`src/rtl/instr_fetch_reg.sv`:
```
// -----------------------------------------------------------------------------
// instr_fetch_reg
//
// Multicycle instruction fetch stage and instruction register (IR) of the MIPS
// datapath. A request from the control unit captures the fetch address, holds
// the memory read strobe for MEM_LAT cycles, and latches the returned word into
// the IR. The IR is presented as continuous field slices: opcode, rs, rt and
// the 16-bit immediate that feeds the sign-extension stage.
//
// Parameters
//   MEM_LAT      instruction memory read latency in cycles, legal range 1..15
//
// Ports
//   clk          in   rising-edge clock
//   reset        in   asynchronous, active-low reset
//   fetch_start  in   fetch request, sampled only while idle
//   flush        in   synchronous abort/clear, wins over everything but reset
//   pc_in        in   [31:0] fetch address, captured with fetch_start
//   mem_addr     out  [31:0] word address to instruction memory (held when idle)
//   mem_rd       out  memory read strobe, high for the whole read
//   mem_data     in   [31:0] read data, sampled in the last read cycle
//   busy         out  high while a read is in flight (this is the FSM state:
//                     busy=1 <=> READ, busy=0 <=> IDLE)
//   fetch_done   out  one-cycle pulse after the IR has been loaded
//   ir_valid     out  level, IR holds a fetched instruction
//   opcode       out  [5:0]  IR[31:26]
//   rs           out  [4:0]  IR[25:21]
//   rt           out  [4:0]  IR[20:16]
//   imm16        out  [15:0] IR[15:0]
//   addr_err     out  one-cycle pulse on a misaligned request
//                     (only when FETCH_ALIGN_CHECK_EN is defined)
//
// Optional feature macro: FETCH_ALIGN_CHECK_EN
//   When defined, a request whose pc_in[1:0] is non-zero is rejected while idle:
//   no read is started, IR and ir_valid are untouched, and addr_err pulses.
//
// Handshake: fetch_start is a request with busy as its inverted ready. A
// request is accepted on a rising edge only when busy=0 and flush=0 (and, with
// the alignment check, pc_in is word aligned). Requests while busy=1 are
// dropped, not queued. Completion is signalled by the fetch_done pulse; a new
// request may be raised in that same cycle.
// -----------------------------------------------------------------------------
module instr_fetch_reg #(
  parameter int unsigned MEM_LAT = 1
) (
  input  logic        clk,
  input  logic        reset,
  input  logic        fetch_start,
  input  logic        flush,
  input  logic [31:0] pc_in,
  output logic [31:0] mem_addr,
  output logic        mem_rd,
  input  logic [31:0] mem_data,
  output logic        busy,
  output logic        fetch_done,
  output logic        ir_valid,
  output logic [5:0]  opcode,
  output logic [4:0]  rs,
  output logic [4:0]  rt,
  output logic [15:0] imm16
`ifdef FETCH_ALIGN_CHECK_EN
  ,
  output logic        addr_err
`endif
);

  typedef enum logic {
    IDLE = 1'b0,
    READ = 1'b1
  } state_e;

  // Counter is loaded with the number of read cycles still to go after the
  // first one, so the word is latched on the edge where it reads zero.
  localparam logic [3:0] LAT_M1 = 4'(MEM_LAT - 1);

  state_e      state_q;
  logic [3:0]  cnt_q;
  logic [31:0] ir_q;
  logic [31:0] addr_q;
  logic        done_q;
  logic        valid_q;
  logic        misaligned;
`ifdef FETCH_ALIGN_CHECK_EN
  logic        err_q;
`endif

`ifdef FETCH_ALIGN_CHECK_EN
  assign misaligned = (pc_in[1:0] != 2'b00);
`else
  assign misaligned = 1'b0;
`endif

  always_ff @(posedge clk or negedge reset) begin
    if (!reset) begin
      state_q <= IDLE;
      cnt_q   <= '0;
      ir_q    <= '0;
      addr_q  <= '0;
      done_q  <= 1'b0;
      valid_q <= 1'b0;
`ifdef FETCH_ALIGN_CHECK_EN
      err_q   <= 1'b0;
`endif
    end else if (flush) begin
      // Abort: any in-flight read is forgotten, so its data is never latched.
      // mem_addr keeps its last value.
      state_q <= IDLE;
      cnt_q   <= '0;
      ir_q    <= '0;
      done_q  <= 1'b0;
      valid_q <= 1'b0;
`ifdef FETCH_ALIGN_CHECK_EN
      err_q   <= 1'b0;
`endif
    end else begin
      done_q <= 1'b0;
`ifdef FETCH_ALIGN_CHECK_EN
      err_q  <= 1'b0;
`endif
      case (state_q)
        IDLE: begin
          if (fetch_start) begin
            if (misaligned) begin
`ifdef FETCH_ALIGN_CHECK_EN
              err_q <= 1'b1;
`endif
            end else begin
              addr_q  <= pc_in;
              cnt_q   <= LAT_M1;
              valid_q <= 1'b0;
              state_q <= READ;
            end
          end
        end
        READ: begin
          if (cnt_q == 4'd0) begin
            ir_q    <= mem_data;
            done_q  <= 1'b1;
            valid_q <= 1'b1;
            state_q <= IDLE;
          end else begin
            cnt_q <= cnt_q - 4'd1;
          end
        end
        default: state_q <= IDLE;
      endcase
    end
  end

  assign mem_addr   = addr_q;
  assign mem_rd     = (state_q == READ);
  assign busy       = (state_q == READ);
  assign fetch_done = done_q;
  assign ir_valid   = valid_q;
  assign opcode     = ir_q[31:26];
  assign rs         = ir_q[25:21];
  assign rt         = ir_q[20:16];
  assign imm16      = ir_q[15:0];
`ifdef FETCH_ALIGN_CHECK_EN
  assign addr_err   = err_q;
`endif

endmodule

```
`config.mk`:
```
export PLATFORM = sky130hd
export DESIGN_NAME = instr_fetch_reg
export DESIGN_NICKNAME = d
export VERILOG_FILES = /design/src/rtl/instr_fetch_reg.sv
export SDC_FILE = /design/constraint.sdc
export NUM_CORES = 1
export LEC_CHECK = 0
export BUFFER_PORTS_ARGS = -buffer_cell sky130_fd_sc_hd__clkbuf_2
export CAP_MARGIN = 25
export CORE_MARGIN = 8
export CORE_UTILIZATION = 47
export CTS_BUF_LIST = sky130_fd_sc_hd__clkbuf_8
export DETAILED_ROUTE_END_ITERATION = 10
export GPL_ROUTABILITY_DRIVEN = 0
export PLACE_DENSITY = 0.82
export SLEW_MARGIN = 40
export SYNTH_ARGS = -nofsm -noshare
export SYNTH_HDL_FRONTEND = slang
export SYNTH_SLANG_ARGS = --single-unit
```
`constraint.sdc`:
```
create_clock -name clk -period 2.2 [get_ports clk]
set_clock_uncertainty 0.15 [all_clocks]
set_input_delay 0.11 -clock clk [delete_from_list [all_inputs] [get_ports clk]]
set_output_delay 0.11 -clock clk [all_outputs]
set_load 0.05 [all_outputs]
```
==> metrics.txt, run 1 <==
status=finished, final reports clean; synthesized area=between 2000 and 3000 sq um; Top Ports=about 140; Slew Limit Fails=0; DRC violations left=0; Worst VDD drop=0.670 mV; CP Max Fanout=4; number of setup buffers added after CTS=0; vias=2358; drt first pass iters=6; post-DR vias/cell=just over 5; # rows=27; max_cap viols=0; predominant post-synthesis flop cell=dfrtp_1; Yosys top cell area share=0.653; Yosys top cell by area=dfrtp_1; Seq/Total Area, Yosys=0.653; Ys Warns=0; #FFs+latches synth=71; WL final=between 8000 and 9000 um; GR Overflow Total=0; Worst EP arrival=roughly 2.2 ns; power per cell area=about 870 nW/um^2; syn nets=between 200 and 250; clk buf depth=2; Clock Latency Late Sink=0.33 ns; list of most frequent post-synthesis cells=dfrtp_1, mux2_2, a22o_1; die area=8480 sq um; clock-pin slew on the worst setup and hold paths=0.08 ns; distinct cell type count after synthesis=26; worst hold margin=roughly 0.2 ns; Routed wire per std cell=approximately 18 um; Port-buffer cells=approximately 140; measured slew at the worst slew-check pin=slightly above 0.5 ns; setup TNS=0 ns; Tmin final=about 2.1 ns; crit start category=flop; DR iter-0 viols=81; Tcrit/Tclk final=0.953; vias in the first global route=between 2000 and 3000; dpl ws=around 0.18 ns; core area=5540 sq um; Mean Syn Cell Area=15.3 sq um; Crit. End Element=flop; # H-tree levels=3; total track usage=0.204; fmax=roughly 480 MHz; share of layout cells above drive strength 1=0.527; # diodes=0; ANT nets after route=0; Final setup viols=0; Die X=between 90 and 100 um; number of buffers created by CTS=9; TritonCTS Sinks=between 70 and 80; most frequent cell after synthesis=dfrtp_1; Hold Fails Final Rpt=0; fill cell count=between 300 and 400; worst hold path type=in -> async; CTS tree=yes; R2R cell count=7; die height=92.1 um; Post-synth EDFFs=0; Rel. slew slack=0.661; WP data required=2.32 ns; Initial Util=0.491; leakage=between 2 and 2.5 nW; Layout Nets=~460; initial antenna violation count=0; post-route setup slack=around 0.10 ns; ys async rst share=1.00; pin count of the biggest net entering global routing=72; global-route wire length before repair=13700 um; Syn Inst Count=178; hpwl dp=a little over 5000 um; Final Util=0.787; unrepaired setup endpoints after global routing=false; largest cells by area after synthesis=dfrtp_1, mux2_2, a22o_1, a22o_2, buf_6; area delta synth->final=60.3%; root buf cell=clkbuf_8; Crit Path Class=reg -> reg
==> layer usage <==
metal | up-vias | global-route usage | part of all wire
met5 | - | 0 | 0
met1 | 1194 | 0.213 | 0.37
met3 | 15 | 0.0652 | 0.068
met2 | 81 | 0.364 | 0.55
li1 | 1068 | - | -
met4 | 0 | 0.0913 | 0.021
==> layout make-up <==
type,instances,area [sq um],share of cell area
inverters,2,7.51,0.00172
clock inverters,6,45.0,0.0103
well taps,72,90.1,0.0207
clock buffers,10,138,0.0316
repair buffers,210,1430,0.329
flip-flops and latches,71,1780,0.407
multi-input cells,92,871,0.200
==> through the flow <==
step	cell area (sq um)	cells	power, W
2_1_floorplan	2720	178	0.00241
3_3_place_gp	3490	379	0.00272
3_5_place_dp	3490	379	0.00275
4_1_cts	4360	463	0.00379
5_1_grt	4360	463	0.00393
6_report	4360	463	0.00378
==> placed cells by master, fill, tap and decap left out, drive strengths merged <==
cell and instances:
a211oi 1, a21oi 5, a22o 32, a31oi 2
buf 8, clkbuf 144, clkinv 2, clkinvlp 3
dfrtp 71, dlygate4sd3 68, ha 2, inv 3
mux2 32, nand2 2, nand2b 1, nand3 1
nand3b 2, nand4b 2, nor2 1, nor2b 2
nor3 1, nor3b 3, o21ai 2, or3b 1
==> flip-flops by register name, indices dropped and copies added (netlist names) <==
name / count
cnt_q: 4
ir_valid: 1
busy: 1
fetch_done: 1
mem_addr: 32
ir_q: 32
==> cells by family (layout without fill, tap and decap cells) <==
group / after synthesis / after routing / synth area share
flip-flops: 71 / 71 / 0.653
AO/OA/AOI/OAI: 42 / 42 / 0.129
multiplexers: 32 / 32 / 0.132
AND/OR/NAND/NOR: 16 / 16 / 0.0442
buffers and inverters: 15 / 228 / 0.0322
adder cells (fa/ha/maj): 2 / 2 / 0.00920
==> final timing paths <==
kind / start / to / slack, ns
max in group asynchronous: reset / ir_q[24] / 1.40
min in group clk: ir_q[23] / ir_q[23] / 0.35
worst max register to register: cnt_q[0] / ir_valid / 0.10
worst min-delay path: reset / mem_addr[5] / 0.20
worst min register to register: ir_q[23] / ir_q[23] / 0.35
worst max-delay path: cnt_q[0] / ir_valid / 0.10
==> worst max-delay path: stages (launching register included) <==
cell,delay (ns)
dfrtp_1,0.41
inv_1,0.10
ha_1,0.18
nor3b_2,0.20
buf_4,0.17
o21ai_0,0.07
a21oi_1,0.18
dlygate4sd3_1,0.57
==> what timing repair did <==
item                                    in CTS  in global routing
gates resized for setup                      0                  1
hold buffers                                68                  0
endpoints found under the setup margin       0                  1
endpoints found under the hold margin      141                  0
==> where the power goes <==
part / leakage [nW] / total [W] / switching [W] / internal (W)
logic: 1.20 / 0.00125 / 0.000866 / 0.000389
registers: 0.906 / 0.00157 / 0.000101 / 0.00147
clock network: 0.0849 / 0.000947 / 0.000504 / 0.000443
Power figures use the tool's default switching activity.
==> inputs of run 2 (changes only) <==
CTS_CLUSTER_SIZE = 28   (was default)
PLACE_DENSITY = 0.91   (was 0.82)
RECOVER_POWER = 100   (was default)
==> metrics.txt, run 2 (synthesis gave the netlist of run 1 again) <==
status=finished, final reports clean; Initial Util=0.491; total track usage=0.209; Crit Path Class=reg -> reg; Rel. slew slack=0.377; Top Ports=136; Slew Limit Fails=0; CP Max Fanout=24; drt first pass iters=4; share of layout cells above drive strength 1=0.345; grt met1 use=0.202; vias in the first global route=~2700; fill cell count=403; number of setup buffers added after CTS=0; Tmin final=~2.1 ns; clock-pin slew on the worst setup and hold paths=~0.070 ns; initial antenna violation count=4; DRC violations left=0; dpl cells=around 380; DR iter-0 viols=111; WP data required=~2.3 ns; Clock Latency Late Sink=between 0.3 and 0.4 ns; number of buffers created by CTS=9; post-route insts no fill=approximately 470; worst hold path type=reg -> reg; Final Util=0.768; clk buf depth=2; max_cap viols=0; crit start category=flop; area delta synth->final=56.5%; commonest non-fill, non-tap cell in the layout=dfrtp_1; Most Used Layer, Global Route=met2; GR Overflow Total=0; commonest non-fill, non-tap cells in the layout=dfrtp_1, clkbuf_1, dlygate4sd3_1; WL final=8740 um; root buf cell=clkbuf_8; setup TNS=0 ns; die height=a little over 90 um; fmax=478 MHz; power per cell area=~890 nW/um^2; Worst EP arrival=2.21 ns; TritonCTS Sinks=a little over 70; leakage=between 1.5 and 2 nW; Port-buffer cells=~140; Die X=approximately 90 um; pin count of the biggest net entering global routing=72; Hold Fails Final Rpt=0; unrepaired setup endpoints after global routing=false; hpwl dp=around 5400 um; # H-tree levels=3; met2 usage=0.375; post-DR vias/cell=between 5 and 6; core area=around 5500 sq um; Crit. End Element=flop; Layout Nets=456; Worst VDD drop=between 0.6 and 0.7 mV; Tcrit/Tclk final=0.952; Final setup viols=0; global-route wire length before repair=between 10000 and 15000 um; die area=8480 sq um; ANT nets after route=0; final instance area=between 4000 and 5000 sq um; Routed wire per std cell=roughly 19 um; # rows=27; vias=roughly 2400; CTS tree=yes; measured slew at the worst slew-check pin=~0.93 ns; area post-placement=3490 sq um; met3 usage=0.0693
## run 2: path summary, 6_finish.rpt
kind                          start           end  slack [ns]  depth (start not counted)
setup / recovery           cnt_q[0]      ir_q[31]        0.11                          6
hold / removal             ir_q[10]      ir_q[10]        0.35                          1
setup reg to reg           cnt_q[0]      ir_q[31]        0.11                          6
hold reg to reg            ir_q[10]      ir_q[10]        0.35                          1
max in group asynchronous     reset  mem_addr[29]        0.88                          3
min in group asynchronous     reset  mem_addr[12]        0.42                          3
## run 2: routing by layer
layer,part of all wire,up-vias
met5,0,-
met4,0.044,0
met3,0.078,31
met2,0.53,111
met1,0.35,1141
li1,-,1072
## run 2: report_power, final
| part | switching, W | total, W | internal [W] |
|---|---|---|---|
| combinational | 0.000867 | 0.00120 | 0.000335 |
| clock | 0.000478 | 0.00103 | 0.000548 |
| sequential | 0.000102 | 0.00158 | 0.00147 |
| total | 0.00145 | 0.00380 | 0.00236 |
## run 2: cell type report
class                   instances  area (sq um)  area share
flip-flops and latches         71          1780       0.417
repair buffers                210          1320       0.310
multi-input cells              92           855       0.201
clock buffers                  10           138      0.0323
well taps                      72          90.1      0.0212
clock inverters                 6          60.1      0.0141
diodes                          5          12.5     0.00294
inverters                       2          7.51     0.00176
## run 2: critical path, stage by stage, from the launching register on
cell	delay, ns
dfrtp_1	0.41
inv_1	0.09
ha_1	0.17
or3b_1	0.47
nor3b_4	0.23
buf_4	0.30
a22o_1	0.20
## run 2: per-stage QoR
stage | hold slack, ns | total power [W] | setup slack, ns
after floorplan | -0.336 | 0.00241 | 0.297
after global routing | 0.364 | 0.00396 | 0.0140
final | 0.350 | 0.00380 | 0.106
after global placement | 0.00953 | 0.00272 | 0.242
after CTS | 0.183 | 0.00387 | 0.116
after detailed placement | 0.0166 | 0.00275 | 0.140
## run 2: repair_timing
item                       CTS  global route
resized for setup            0             0
setup endpoints to repair    0             0
hold endpoints to repair   141             0
hold buffers                68             0
==> inputs of run 3 (changes only) <==
--- a/config.mk
+++ b/config.mk
@@ -8,6 +8,8 @@
 export BUFFER_PORTS_ARGS = -buffer_cell sky130_fd_sc_hd__clkbuf_2
 export CAP_MARGIN = 25
+export CELL_PAD_IN_SITES_DETAIL_PLACEMENT = 1
+export CELL_PAD_IN_SITES_GLOBAL_PLACEMENT = 2
 export CORE_MARGIN = 8
-export CORE_UTILIZATION = 47
+export CORE_UTILIZATION = 30
 export CTS_BUF_LIST = sky130_fd_sc_hd__clkbuf_8
 export CTS_CLUSTER_SIZE = 28
==> constraint.sdc (replaced) <==
create_clock -name clk -period 2.2 [get_ports clk]
set_clock_uncertainty 0.15 [all_clocks]
set_input_delay 0.55 -clock clk [delete_from_list [all_inputs] [get_ports clk]]
set_output_delay 0.55 -clock clk [all_outputs]
set_load 0.05 [all_outputs]
==> metrics.txt, run 3 (synthesis gave the netlist of run 1 again) <==
Hold Path Cell Cnt=2; Crit-path slowest cell=dfrtp_1; core area=between 8000 and 9000 sq um; Comb pwr share=0.281; hpwl dp=about 5700 um; cts hold-fix bufs=0; Resized cells post-CTS=0; Initial Util=0.310; drt first pass iters=4; Layout Nets=389; crit-path leading delay family=flip-flops; vias=between 2000 and 2500; initial antenna violation count=0; TritonCTS Sinks=between 70 and 80; dpl cells=416; commonest non-fill, non-tap cells in the layout=dfrtp_1, clkbuf_2, clkbuf_1; power per cell area=1060 nW/um^2; worst r2r src=cnt_q[0]; switching share of total power=0.364; measured slew at the worst slew-check pin=1.58 ns; clk buf depth=2; Port-buffer cells=135; Routed wire per std cell=17.7 um; reg-to-reg endpoint=ir_q[23]; area delta synth->final=35.3%; beginning of the worst hold path=mem_data[6]; Crit Path Class=reg -> out; fmax=between 400 and 500 MHz; R2R cell count=6; Slew Limit Fails=72; share of layout cells above drive strength 1=0.424; ANT nets after route=0; die area=between 10000 and 15000 sq um; # rows=34; failing checks=capacitance limit, slew limit; Tmin final=between 2 and 2.5 ns; # diodes=0; WL final=around 7600 um; vias in the first global route=2300; die height=111 um; DR iter-0 viols=47; Crit path buffers/inverters=1; Hold Fails Final Rpt=0; unrepaired setup endpoints after global routing=false; post-route insts no fill=431; max_cap viols=1; GR Overflow Total=0; Rel. slew slack=-0.0513; CP Max Fanout=15; Top Ports=136; CTS tree=yes; Tcrit/Tclk final=0.945; # H-tree levels=3; clock-pin slew on the worst setup and hold paths=~0.08 ns; Final Util=0.420; Die X=roughly 110 um; status=complete, but fails checks; R2R Setup Slk=0.18 ns; clock power share=0.317; WHS Endpoint=ir_q[6]; worst hold path type=in -> reg; global-route wire length before repair=between 10000 and 15000 um; pin count of the biggest net entering global routing=just over 70; commonest non-fill, non-tap cell in the layout=dfrtp_1; Worst VDD drop=~0.42 mV; Crit. End Element=output port; total track usage=0.125; root buf cell=clkbuf_8; number of buffers created by CTS=9; number of setup buffers added after CTS=0; crit-path cells=clkbuf_2; Sequential Power Share=0.401; WP data required=roughly 1.5 ns; Final setup viols=0; post-DR vias/cell=4.72; max incr delay on CP=0.68 ns; DRC violations left=0; leakage=between 1.5 and 2 nW; Psw=roughly 0.0014 W; Worst EP arrival=about 1.4 ns; crit start category=flop; setup TNS=0 ns; P_int=about 0.0025 W; Clock Latency Late Sink=between 0.3 and 0.4 ns
run 3: how the worst max path moves through the flow:
stage / start / end / depth (start not counted) / slack [ns]
after floorplan: cnt_q[0] / ir_q[0] / 7 / 0.30
after global placement: cnt_q[0] / ir_q[12] / 6 / 0.29
after detailed placement: cnt_q[0] / ir_q[27] / 6 / 0.22
after CTS: busy / busy / 1 / 0.10
after global routing: reset / mem_addr[21] / 2 / 0.05
final: busy / busy / 1 / 0.12
run 3: per-stage QoR:
step	cell area (sq um)	power, W	setup slack, ns	hold slack (ns)
floorplan	2720	0.00241	0.297	0.104
global placement	3560	0.00274	0.294	0.332
detailed placement	3560	0.00277	0.224	0.333
CTS	3790	0.00403	0.102	0.0834
global route	3680	0.00409	0.0467	0.265
finish	3680	0.00391	0.120	0.287
run 3: power groups by stage:
stage	Combinational [W]	Sequential, W	Clock [W]
2_1_floorplan	0.000224	0.00219	0
3_3_place_gp	0.00115	0.00158	0
3_5_place_dp	0.00117	0.00160	0
4_1_cts	0.00117	0.00157	0.00129
5_1_grt	0.00116	0.00159	0.00134
6_report	0.00110	0.00157	0.00124
run 3: area by class of cell:
| type | count | area [sq um] |
|---|---|---|
| fillers | 996 | 5080 |
| flip-flops and latches | 71 | 1780 |
| multi-input cells | 92 | 866 |
| repair buffers | 143 | 659 |
| well taps | 108 | 135 |
| clock buffers | 9 | 124 |
| clock inverters | 6 | 111 |
| inverters | 2 | 7.51 |
run 3: per-layer routing:
| metal | wire [um] | global-route usage | vias up |
|---|---|---|---|
| met4 | 57 | 0.0427 | 0 |
| met1 | 2960 | 0.138 | 1014 |
| met5 | 0 | 0 | - |
| met2 | 3850 | 0.204 | 81 |
| li1 | - | - | 932 |
| met3 | 752 | 0.0628 | 6 |
